<file path="config.mk">
export PLATFORM = sky130hd
export DESIGN_NAME = sigmoid_pwl_pipe
export DESIGN_NICKNAME = d
export VERILOG_FILES = /design/src/rtl/sigmoid_pwl_pipe.sv
export SDC_FILE = /design/constraint.sdc
export NUM_CORES = 1
export LEC_CHECK = 0
export ABC_AREA = 1
export BUFFER_PORTS_ARGS = -buffer_cell sky130_fd_sc_hd__buf_2
export CORE_UTILIZATION = 60
export CTS_CLUSTER_SIZE = 28
export DETAILED_ROUTE_END_ITERATION = 7
export HOLD_SLACK_MARGIN = 0.12
export PLACE_DENSITY = 0.79
export SETUP_SLACK_MARGIN = 0.3
export SLEW_MARGIN = 40
export SYNTH_ARGS = -nofsm -noshare
export SYNTH_HDL_FRONTEND = slang
export SYNTH_SLANG_ARGS = --single-unit
</file>
<file path="constraint.sdc">
create_clock -name clk -period 13.81 [get_ports clk]
set_input_delay 2.762 -clock clk [delete_from_list [all_inputs] [get_ports clk]]
set_output_delay 2.762 -clock clk [all_outputs]
set_load 0.02 [all_outputs]
</file>
<file path="src/rtl/sigmoid_pwl_pipe.sv">
// -----------------------------------------------------------------------------
// sigmoid_pwl_pipe
//
// Three-stage pipelined piecewise-linear sigmoid / tanh evaluator for signed
// fixed-point arguments (FRAC_W fractional bits, 1.0 = 2^FRAC_W).
//
//   stage 1 : argument scaling (tanh(x) = 2*sigmoid(2x) - 1), sign/magnitude
//             split, saturation detect, segment index + remainder
//   stage 2 : table lookup of the segment base and slope, slope * remainder
//   stage 3 : interpolation, odd symmetry, output mapping for the mode
//
// The whole pipe advances on en = !out_valid || out_ready, so a stalled
// output freezes every stage and in_ready drops.
//
// Ports
//   clk        rising-edge clock
//   rst        synchronous active-high reset
//   in_valid   input sample valid
//   in_ready   block accepts a sample this cycle (== en)
//   in_x       signed fixed-point argument
//   in_mode    0 = sigmoid, 1 = tanh
//   in_tag     opaque sideband tag, travels with its sample
//   out_valid  result valid
//   out_ready  downstream accepts the result
//   out_y      signed fixed-point result
//   out_tag    tag belonging to out_y
//   sat_cnt    saturating count of accepted samples that hit the |x| limit
// -----------------------------------------------------------------------------
module sigmoid_pwl_pipe #(
    parameter int DATA_W   = 16,
    parameter int FRAC_W   = 12,
    parameter int SEG_FRAC = 1,
    parameter int XMAX     = 8,
    parameter int TAG_W    = 4
) (
    input  logic              clk,
    input  logic              rst,
    input  logic              in_valid,
    output logic              in_ready,
    input  logic [DATA_W-1:0] in_x,
    input  logic              in_mode,
    input  logic [TAG_W-1:0]  in_tag,
    output logic              out_valid,
    input  logic              out_ready,
    output logic [DATA_W-1:0] out_y,
    output logic [TAG_W-1:0]  out_tag,
    output logic [15:0]       sat_cnt
);

    localparam int NSEG  = XMAX << SEG_FRAC;
    localparam int SHIFT = FRAC_W - SEG_FRAC;      // remainder width
    localparam int IDX_W = $clog2(NSEG + 1);
    localparam int A_W   = DATA_W + 1;             // holds 2*in_x and its magnitude
    localparam int B_W   = FRAC_W + 1;             // table entries reach 1.0
    localparam int P_W   = B_W + SHIFT;            // full-width slope * remainder
    localparam int Y_W   = FRAC_W + 2;

    localparam longint            SAT_LIM = longint'(XMAX) << FRAC_W;
    localparam logic [Y_W-1:0]    ONE_Y   = Y_W'(1 << FRAC_W);
    localparam logic [DATA_W-1:0] ONE_D   = DATA_W'(1 << FRAC_W);

    // tanh output spans [-1.0, +1.0], which needs a sign bit plus the 1.0 bit.
    if (FRAC_W > DATA_W - 2) begin : g_bad_frac
        $error("sigmoid_pwl_pipe: FRAC_W must not exceed DATA_W-2");
    end
    if (SEG_FRAC < 0 || SEG_FRAC >= FRAC_W) begin : g_bad_seg
        $error("sigmoid_pwl_pipe: SEG_FRAC must lie in [0, FRAC_W-1]");
    end

    // round(sigmoid(k * 2^-SEG_FRAC) * 2^FRAC_W), evaluated with integer
    // arithmetic: e^x by its Taylor series in 32-bit-fraction fixed point,
    // then sigmoid = e^x / (1 + e^x) with round-half-up division.
    function automatic logic [FRAC_W:0] sig_entry(input int k);
        longint unsigned one_q, term, e_sum, num, den, res, k_q, n_q;
        one_q = 64'd1 << 32;
        term  = one_q;
        e_sum = one_q;
        k_q   = 64'(k);
        for (int n = 1; n < 64; n++) begin
            n_q   = 64'(n);
            term  = (term * k_q) / (n_q << SEG_FRAC);
            e_sum = e_sum + term;
        end
        num = (e_sum << (FRAC_W + 1)) + one_q + e_sum;
        den = (one_q + e_sum) << 1;
        res = num / den;
        return res[FRAC_W:0];
    endfunction

    // Segment base table, NSEG+1 entries so the last segment has an end point.
    logic [B_W-1:0] lut [0:NSEG];
    for (genvar gi = 0; gi <= NSEG; gi++) begin : g_lut
        localparam logic [B_W-1:0] ENTRY = sig_entry(gi);
        assign lut[gi] = ENTRY;
    end

    // ------------------------------------------------------------------ control
    logic en;
    logic accept;
    logic s1_valid_reg, s2_valid_reg, out_valid_reg;
    logic [DATA_W-1:0] out_y_reg;
    logic [TAG_W-1:0]  out_tag_reg;
    logic [15:0]       sat_cnt_reg;

    assign en       = !out_valid_reg || out_ready;
    assign in_ready = en;
    assign accept   = in_valid && en;

    // ------------------------------------------------------------------ stage 1
    logic [A_W-1:0]   xe_next;
    logic [A_W-1:0]   a_next;
    logic             sign_next;
    logic             sat_next;
    logic [IDX_W-1:0] idx_next;
    logic [SHIFT-1:0] rem_next;

    always_comb begin
        // tanh(x) = 2*sigmoid(2x) - 1, so tanh mode doubles the argument.
        xe_next   = in_mode ? {in_x, 1'b0} : {in_x[DATA_W-1], in_x};
        sign_next = xe_next[A_W-1];
        // Unsigned magnitude: the most negative xe maps to 2^(A_W-1) cleanly.
        a_next    = sign_next ? (~xe_next + A_W'(1)) : xe_next;
        sat_next  = (longint'(a_next) >= SAT_LIM);
        idx_next  = '0;
        rem_next  = '0;
        if (!sat_next) begin
            idx_next = IDX_W'(a_next >> SHIFT);
            rem_next = a_next[SHIFT-1:0];
        end
    end

    logic             s1_sign_reg, s1_sat_reg, s1_mode_reg;
    logic [IDX_W-1:0] s1_idx_reg;
    logic [SHIFT-1:0] s1_rem_reg;
    logic [TAG_W-1:0] s1_tag_reg;

    // ------------------------------------------------------------------ stage 2
    logic [IDX_W-1:0] idx_p1;
    logic [B_W-1:0]   base_next;
    logic [B_W-1:0]   slope_next;
    logic [P_W-1:0]   prod_next;

    always_comb begin
        idx_p1     = s1_idx_reg + IDX_W'(1);
        base_next  = lut[s1_idx_reg];
        // sigmoid is monotone rising on x >= 0, so the slope is never negative.
        slope_next = lut[idx_p1] - lut[s1_idx_reg];
        prod_next  = P_W'(slope_next) * P_W'(s1_rem_reg);
    end

    logic             s2_sign_reg, s2_sat_reg, s2_mode_reg;
    logic [B_W-1:0]   s2_base_reg;
    logic [P_W-1:0]   s2_prod_reg;
    logic [TAG_W-1:0] s2_tag_reg;

    // ------------------------------------------------------------------ stage 3
    logic [Y_W-1:0]    yp_next;
    logic [Y_W-1:0]    ys_next;
    logic [DATA_W-1:0] yw_next;
    logic [DATA_W-1:0] y_next;

    always_comb begin
        yp_next = s2_sat_reg ? ONE_Y
                             : Y_W'(s2_base_reg) + Y_W'(s2_prod_reg >> SHIFT);
        // sigmoid(-x) = 1 - sigmoid(x); exact, so the pair always sums to 1.0.
        ys_next = s2_sign_reg ? (ONE_Y - yp_next) : yp_next;
        yw_next = DATA_W'(ys_next);
        y_next  = s2_mode_reg ? ((yw_next << 1) - ONE_D) : yw_next;
    end

    // ---------------------------------------------------------------- registers
    always_ff @(posedge clk) begin
        if (rst) begin
            s1_valid_reg  <= 1'b0;
            s2_valid_reg  <= 1'b0;
            out_valid_reg <= 1'b0;
            out_y_reg     <= '0;
            out_tag_reg   <= '0;
        end else if (en) begin
            s1_valid_reg  <= in_valid;
            s2_valid_reg  <= s1_valid_reg;
            out_valid_reg <= s2_valid_reg;
            if (s2_valid_reg) begin
                out_y_reg   <= y_next;
                out_tag_reg <= s2_tag_reg;
            end
        end
    end

    // Datapath registers need no reset: their valid flags gate them.
    always_ff @(posedge clk) begin
        if (en) begin
            s1_sign_reg <= sign_next;
            s1_sat_reg  <= sat_next;
            s1_mode_reg <= in_mode;
            s1_idx_reg  <= idx_next;
            s1_rem_reg  <= rem_next;
            s1_tag_reg  <= in_tag;

            s2_sign_reg <= s1_sign_reg;
            s2_sat_reg  <= s1_sat_reg;
            s2_mode_reg <= s1_mode_reg;
            s2_base_reg <= base_next;
            s2_prod_reg <= prod_next;
            s2_tag_reg  <= s1_tag_reg;
        end
    end

    always_ff @(posedge clk) begin
        if (rst) begin
            sat_cnt_reg <= '0;
        end else if (accept && sat_next && (sat_cnt_reg != 16'hFFFF)) begin
            sat_cnt_reg <= sat_cnt_reg + 16'd1;
        end
    end

    assign out_valid = out_valid_reg;
    assign out_y     = out_y_reg;
    assign out_tag   = out_tag_reg;
    assign sat_cnt   = sat_cnt_reg;

endmodule

</file>
==> run summary, run 1 <==
Initial DRC Count: 815
Vias in the first global route: 8293
CP max stage delay: 0.56 ns
CTS clk-pin slew, worst paths: 0.07 ns
EDFF count, synth: 54
DIE AREA: 17900 µm²
HP Class: flop to flop
I/O pin count: 63
Post-layout minimum cycle time: 8.28 ns
Yosys reg bits: 93
Initial antenna violation count: 0
Outcome: finished clean
Final setup violation count: 0
Syn_nets: 1576
Layout cell share with drive strength beyond 1: 7.44%
Total gr overflow: 0
Synth-to-Final Area Change: 7.54%
Fin. max-slew vios: 0
CTS tree: done
Clk_skew: 0.0101 ns
Total track usage: 28.1%
Max_slew headroom: 42.1%
N_diodes: 0
Post-synthesis sequential area ratio: 23.1%
CP startpoint kind: flop
DR WL/cell: 14.7 µm
CP Class: flop to flop
Die width: 134 µm
Net count reported at finish: 1625
Placed insts: 1616
Number of distinct library cells after synthesis: 49
Dpl hpwl: 19.2 mm
FFs w/ async S/R, synth: 0%
Core Region: 16800 µm²
Skew-Pair Late Insertion Delay: 0.35 ns
CP required: 13.90 ns
CTS root buffer: clkbuf_16
Worst endpoint data arrival time: 8.37 ns
Syn_area_per_cell: 7.66 µm²
Global-route wire length before repair: 39.5 mm
Max cap viols: 0
Pin count of the biggest net entering global routing: 57
Crit path max fanout: 8
Clock tree sinks: 93
Top cell type by total area after synthesis: fa_1
Tightest Pin Transition: 0.865 ns
Via count: 8875
Synth Warn #: 0
IO Port Bufs: 62
Post-CTS Resized: 0
Final hold vios: 0
Crit end category: flop
H-tree levels: 3
Post-CTS Repair Setup Buffers: 0
Post-route setup TNS: 0 ns
Peak Freq: 121 MHz
Routed WL: 24.0 mm
Synth Cell Area: 10400 µm²
Non-Filler Instances: 1632
# rows: 47
Mapped Cells: 1358
RD Place Congestion: 0.950
Period Utilization, post-route: 60.0%
RSZ-0062 raised after global routing: no
Synth area leaders: fa_1, edfxtp_1, ha_1
Routed vias/inst: 5.44
Most common cell in the netlist: nand2_1
# DRC: 0
Starting Density: 62.1%
Clock buffer count from CTS: 9
Yosys top cell area share: 19.0%
Hold buffers post-CTS: 0
Die height: 134 µm
Bufs on Longest Clock Path: 2
Synth cell count leaders: nand2_1, inv_1, nor2_1, fa_1, ha_1
Post-detailed-route count of antenna-violating nets: 0
DR pass1 iterations: 6
Crit-path slowest cell: fa_1
Synth Flop Type: edfxtp_1
==> worst max-delay path, delay by kind of cell (launching register included) <==
kind	cells	cell delay [ns]
and+or+nand+nor	10	1.05
adders and majority gates	9	3.76
xor gates and xnor gates	2	0.49
AOI/OAI and AO/OA	8	1.50
buffers and inverters	8	0.69
DFF	1	0.51
==> cell families after synthesis <==
kind of cell	count (synthesis)	share of synthesized area (%)
simple gates	570	22.5
buf+inv	289	10.7
other cells	1	0.0360
compound gates	159	8.84
xor+xnor	53	4.46
fa+ha+maj	193	30.4
flops	93	23.1
==> through the flow <==
step	worst slack [ns]	utilization, %	cell area (µm²)	hold slack (ns)
2_1_floorplan	6.35	-	10400	0.400
3_3_place_gp	5.80	64.9	10900	0.401
3_5_place_dp	5.63	64.9	10900	0.405
4_1_cts	5.55	66.7	11200	0.421
5_1_grt	4.89	66.8	11200	0.425
6_report	5.53	66.8	11200	0.422
==> layer usage <==
metal,up-vias,wire length (µm),GRT usage (%)
met1,4127,10600,36.2
met2,327,11300,47.5
li1,4366,-,-
met3,55,1430,4.68
met5,-,0,0
met4,0,656,10.0
==> cell usage in the layout, fill, tap and decap left out, types with 7 or more instances in the layout <==
cell,count
xor2_1,35
nor2_1,165
o21ai_0,33
ha_1,94
a31oi_1,7
nand3_1,72
a211oi_1,7
dfxtp_1,39
edfxtp_1,54
fa_1,99
a21oi_1,73
nor3_1,15
inv_1,254
buf_2,62
nand2_1,289
clkbuf_16,9
xnor2_1,18
==> final cells by class <==
| cell class | instances | area [µm²] |
|---|---|---|
| sequential | 93 | 2400 |
| fill | 1416 | 5570 |
| multi-input combinational | 976 | 6890 |
| clock inverter | 7 | 81.3 |
| inverter | 264 | 992 |
| clock buffer | 9 | 225 |
| tap | 220 | 275 |
| timing repair buffer | 63 | 318 |
==> final timing paths <==
check | from | to | slack [ns] | cells past startpoint
setup / recovery | s1_idx_reg[0] | s2_prod_reg[23] | 5.53 | 37
hold / removal | s1_tag_reg[0] | s2_tag_reg[0] | 0.42 | 0
setup reg to reg | s1_idx_reg[0] | s2_prod_reg[23] | 5.53 | 37
hold reg to reg | s1_tag_reg[0] | s2_tag_reg[0] | 0.42 | 0
Power of run 1 is not shown: default switching activity piles up to over one toggle a cycle in this logic, so the estimate is an artifact.
==> run 2, diff against run 1 <==
--- a/config.mk
+++ b/config.mk
@@ -5,7 +5,7 @@
 export SDC_FILE = /design/constraint.sdc
 export NUM_CORES = 1
 export LEC_CHECK = 0
-export ABC_AREA = 1
+export ABC_AREA = 0
 export BUFFER_PORTS_ARGS = -buffer_cell sky130_fd_sc_hd__buf_2
 export CORE_UTILIZATION = 60
 export CTS_CLUSTER_SIZE = 28
==> constraint.sdc (replaced) <==
create_clock -name clk -period 8.2 [get_ports clk]
set_input_delay 1.64 -clock clk [delete_from_list [all_inputs] [get_ports clk]]
set_output_delay 1.64 -clock clk [all_outputs]
set_load 0.02 [all_outputs]
==> run 2 against run 1 <==
Net effect:
- hold slack improved by 0.0020 ns
- count of clock-buffer cells in the layout rose by 1
- critical path depth is 3 lower
- register-to-register slack lost 5.3 ns
==> run summary, run 2 <==
Outcome: finished clean (unchanged)
Final setup violation count: 0 (unchanged)
Pre-CTS setup slack: -0.110 ns (was 5.63 ns)
Pin count of the biggest net entering global routing: 61 (was 57)
Yosys reg bits: 93 (unchanged)
EDFF count, synth: 54 (unchanged)
Total gr overflow: 0 (unchanged)
Xor/xnor share of the synthesized area: 4.05% (was 4.46%)
Final Worst Setup Slack: 0.231 ns (was 5.53 ns)
Mapped Cells: 1212 (was 1358)
I/O pin count: 63 (unchanged)
Clk_skew: 0.00736 ns (was 0.0101 ns)
Total track usage: 28.7% (was 28.1%)
N_diodes: 0 (unchanged)
DR WL/cell: 17.4 µm (was 14.7 µm)
Final hold vios: 0 (unchanged)
# rows: 48 (was 47)
HP Class: flop to flop (unchanged)
Syn_area_per_cell: 8.73 µm² (was 7.66 µm²)
Post-detailed-route count of antenna-violating nets: 0 (unchanged)
Crit end category: flop (unchanged)
# DRC: 0 (unchanged)
Worst-case reg-to-reg path depth: 34 (was 37)
Core Region: 17200 µm² (was 16800 µm²)
CTS tree: done (unchanged)
Max cap viols: 0 (unchanged)
Buf/Inv on CP: 7 (was 8)
Largest delay contributor family on the critical path: adder cells (unchanged)
Post-synthesis mux area share: 1.80% (was 0%)
Vias in the first global route: 8730 (was 8293)
Synth Warn #: 0 (unchanged)
Placed insts: 1472 (was 1616)
CP startpoint kind: flop (unchanged)
RD Place Congestion: 0.936 (was 0.950)
Main combinational cell family by area after synthesis: adder cells (unchanged)
Via count: 9060 (was 8875)
IO Port Bufs: 62 (unchanged)
Bufs on Longest Clock Path: 2 (unchanged)
Adder-Cell Fraction of Synth Area: 29.8% (was 30.4%)
FF+latch area: 2400 µm² (unchanged)
Top cell type by total area after synthesis: fa_1 (unchanged)
Die height: 135 µm (was 134 µm)
Die width: 135 µm (was 134 µm)
Clock buffer count from CTS: 9 (unchanged)
WHS Path Cells: 0 (unchanged)
Synth Flop Type: edfxtp_1 (unchanged)
CTS root buffer: clkbuf_16 (unchanged)
Layout cell share with drive strength beyond 1: 19.2% (was 7.44%)
Synth Area in Compound Gates: 12.2% (was 8.84%)
Skew-Pair Late Insertion Delay: 0.36 ns (was 0.35 ns)
Area occupied by multi-input gates: 7810 µm² (was 6890 µm²)
Fillers: 1236 (was 1416)
H-tree levels: 3 (unchanged)
Finished Core Util: 71.3% (was 66.8%)
Post-synthesis sequential area ratio: 22.7% (was 23.1%)
Period Utilization, post-route: 97.2% (was 60.0%)
FFs w/ async S/R, synth: 0% (unchanged)
DIE AREA: 18200 µm² (was 17900 µm²)
Max_slew headroom: 46.2% (was 42.1%)
Synth Area in Simple Gates: 21.7% (was 22.5%)
Number of distinct library cells after synthesis: 71 (was 49)
Yosys top cell area share: 18.7% (was 19.0%)
Tightest Pin Transition: 0.807 ns (was 0.865 ns)
Most Crowded Layer GR: met2 (unchanged)
Synth-to-Final Area Change: 16.1% (was 7.54%)
Post-route setup TNS: 0 ns (unchanged)
Starting Density: 61.4% (was 62.1%)
Initial DRC Count: 719 (was 815)
CTS clk-pin slew, worst paths: 0.08 ns (was 0.07 ns)
Clock tree sinks: 93 (unchanged)
Routed vias/inst: 5.93 (was 5.44)
Crit path max fanout: 8 (unchanged)
GR Layer Usage met2: 47.8% (was 47.5%)
Non-Filler Instances: 1529 (was 1632)
Global routing usage on met1: 36.9% (was 36.2%)
Synth cell count leaders: inv_1, nand2_1, fa_1, ha_1, nor2_1 (was nand2_1, inv_1, nor2_1, fa_1, ha_1)
Global-route wire length before repair: 41.1 mm (was 39.5 mm)
Commonest cells after routing, fill and taps aside: inv_1, nand2_1, fa_1, nor2_1, ha_1 (was nand2_1, inv_1, nor2_1, fa_1, ha_1)
Fin. max-slew vios: 0 (unchanged)
DR pass1 iterations: 5 (was 6)
Synth area leaders: fa_1, edfxtp_1, ha_1 (unchanged)
Syn_nets: 1430 (was 1576)
Worst path depth: 34 (was 37)
Post-layout minimum cycle time: 7.97 ns (was 8.28 ns)
Most common cell after layout, fill and taps aside: inv_1 (was nand2_1)
Initial antenna violation count: 0 (unchanged)
Peak Freq: 125 MHz (was 121 MHz)
Met3 usage: 4.09% (was 4.68%)
Synth Cell Area: 10600 µm² (was 10400 µm²)
Worst endpoint data arrival time: 8.08 ns (was 8.37 ns)
Dpl hpwl: 18.8 mm (was 19.2 mm)
Crit-path slowest cell: fa_1 (unchanged)
Net count reported at finish: 1517 (was 1625)
CP Class: flop to flop (unchanged)
CP required: 8.31 ns (was 13.90 ns)
CP max stage delay: 0.54 ns (was 0.56 ns)
Most common cell in the netlist: inv_1 (was nand2_1)
Routed WL: 26.5 mm (was 24.0 mm)
RSZ-0062 raised after global routing: yes (was no)
==> run 2: cell types whose count changed after synthesis, sizes merged, moves of 13 or more <==
cell	previous run	this run
nand2	292	119
inv	258	150
nor2	170	88
and2	0	74
nand3	74	29
clkbuf	16	54
nor2b	0	21
a21oi	74	55
and3	0	19
nand2b	0	16
xor2	35	19
nor3	15	29
or3	0	13
==> run 2: worst reg2reg max path, delay by kind of cell (launching register included) <==
family	cells	cell delay [ns]
adders and majority gates	8	3.45
AOI/OAI and AO/OA	11	1.67
and+or+nand+nor	5	0.54
DFF	1	0.50
buffers and inverters	7	1.00
xor gates and xnor gates	3	0.58
==> run 2: path summary, 6_finish.rpt <==
| kind | end | startpoint | slack, ns |
|---|---|---|---|
| max | s2_prod_reg[18] | s1_idx_reg[0] | 0.23 |
| min | s2_tag_reg[0] | s1_tag_reg[0] | 0.42 |
| max reg2reg | s2_prod_reg[18] | s1_idx_reg[0] | 0.23 |
| min reg2reg | s2_tag_reg[0] | s1_tag_reg[0] | 0.42 |
==> run 2: cell type report <==
class                   count  share of cell area [%]
multi-input cells         908                    63.6
flip-flops and latches     93                    19.6
repair buffers            136                    7.46
inverters                 151                    4.63
well taps                 225                    2.29
clock buffers              10                    2.04
clock inverters             6                   0.448
==> run 2: per-stage QoR <==
stage / cell area (µm²) / hold WS [ns]
floorplan: 10600 / 0.400
global placement: 11200 / 0.401
detailed placement: 11200 / 0.405
CTS: 11800 / 0.423
global route: 12300 / 0.424
finish: 12300 / 0.424
==> run 2: repair_timing <==
item,4_1_cts,5_1_grt
setup buffers,20,21
resized for setup,23,86
hold buffers,0,0
pin swaps,13,86
endpoints found under the setup margin,8,10
==> run 2: per-layer routing <==
metal  part of all wire (%)  up-vias
li1                       -     4247
met1                     42     4312
met2                     48      402
met3                    6.7       99
met4                    4.2        0
met5                      0        -
==> run 2: logic make-up (layout without fill, tap and decap cells) <==
logic type | Yosys count | count (layout)
AOI/OAI and AO/OA | 197 | 197
xor gates and xnor gates | 49 | 49
adders and majority gates | 193 | 193
buffers and inverters | 211 | 303
DFF | 93 | 93
muxes | 18 | 18
other | 1 | 1
and+or+nand+nor | 450 | 450
Power of run 2 is left out for the same reason.
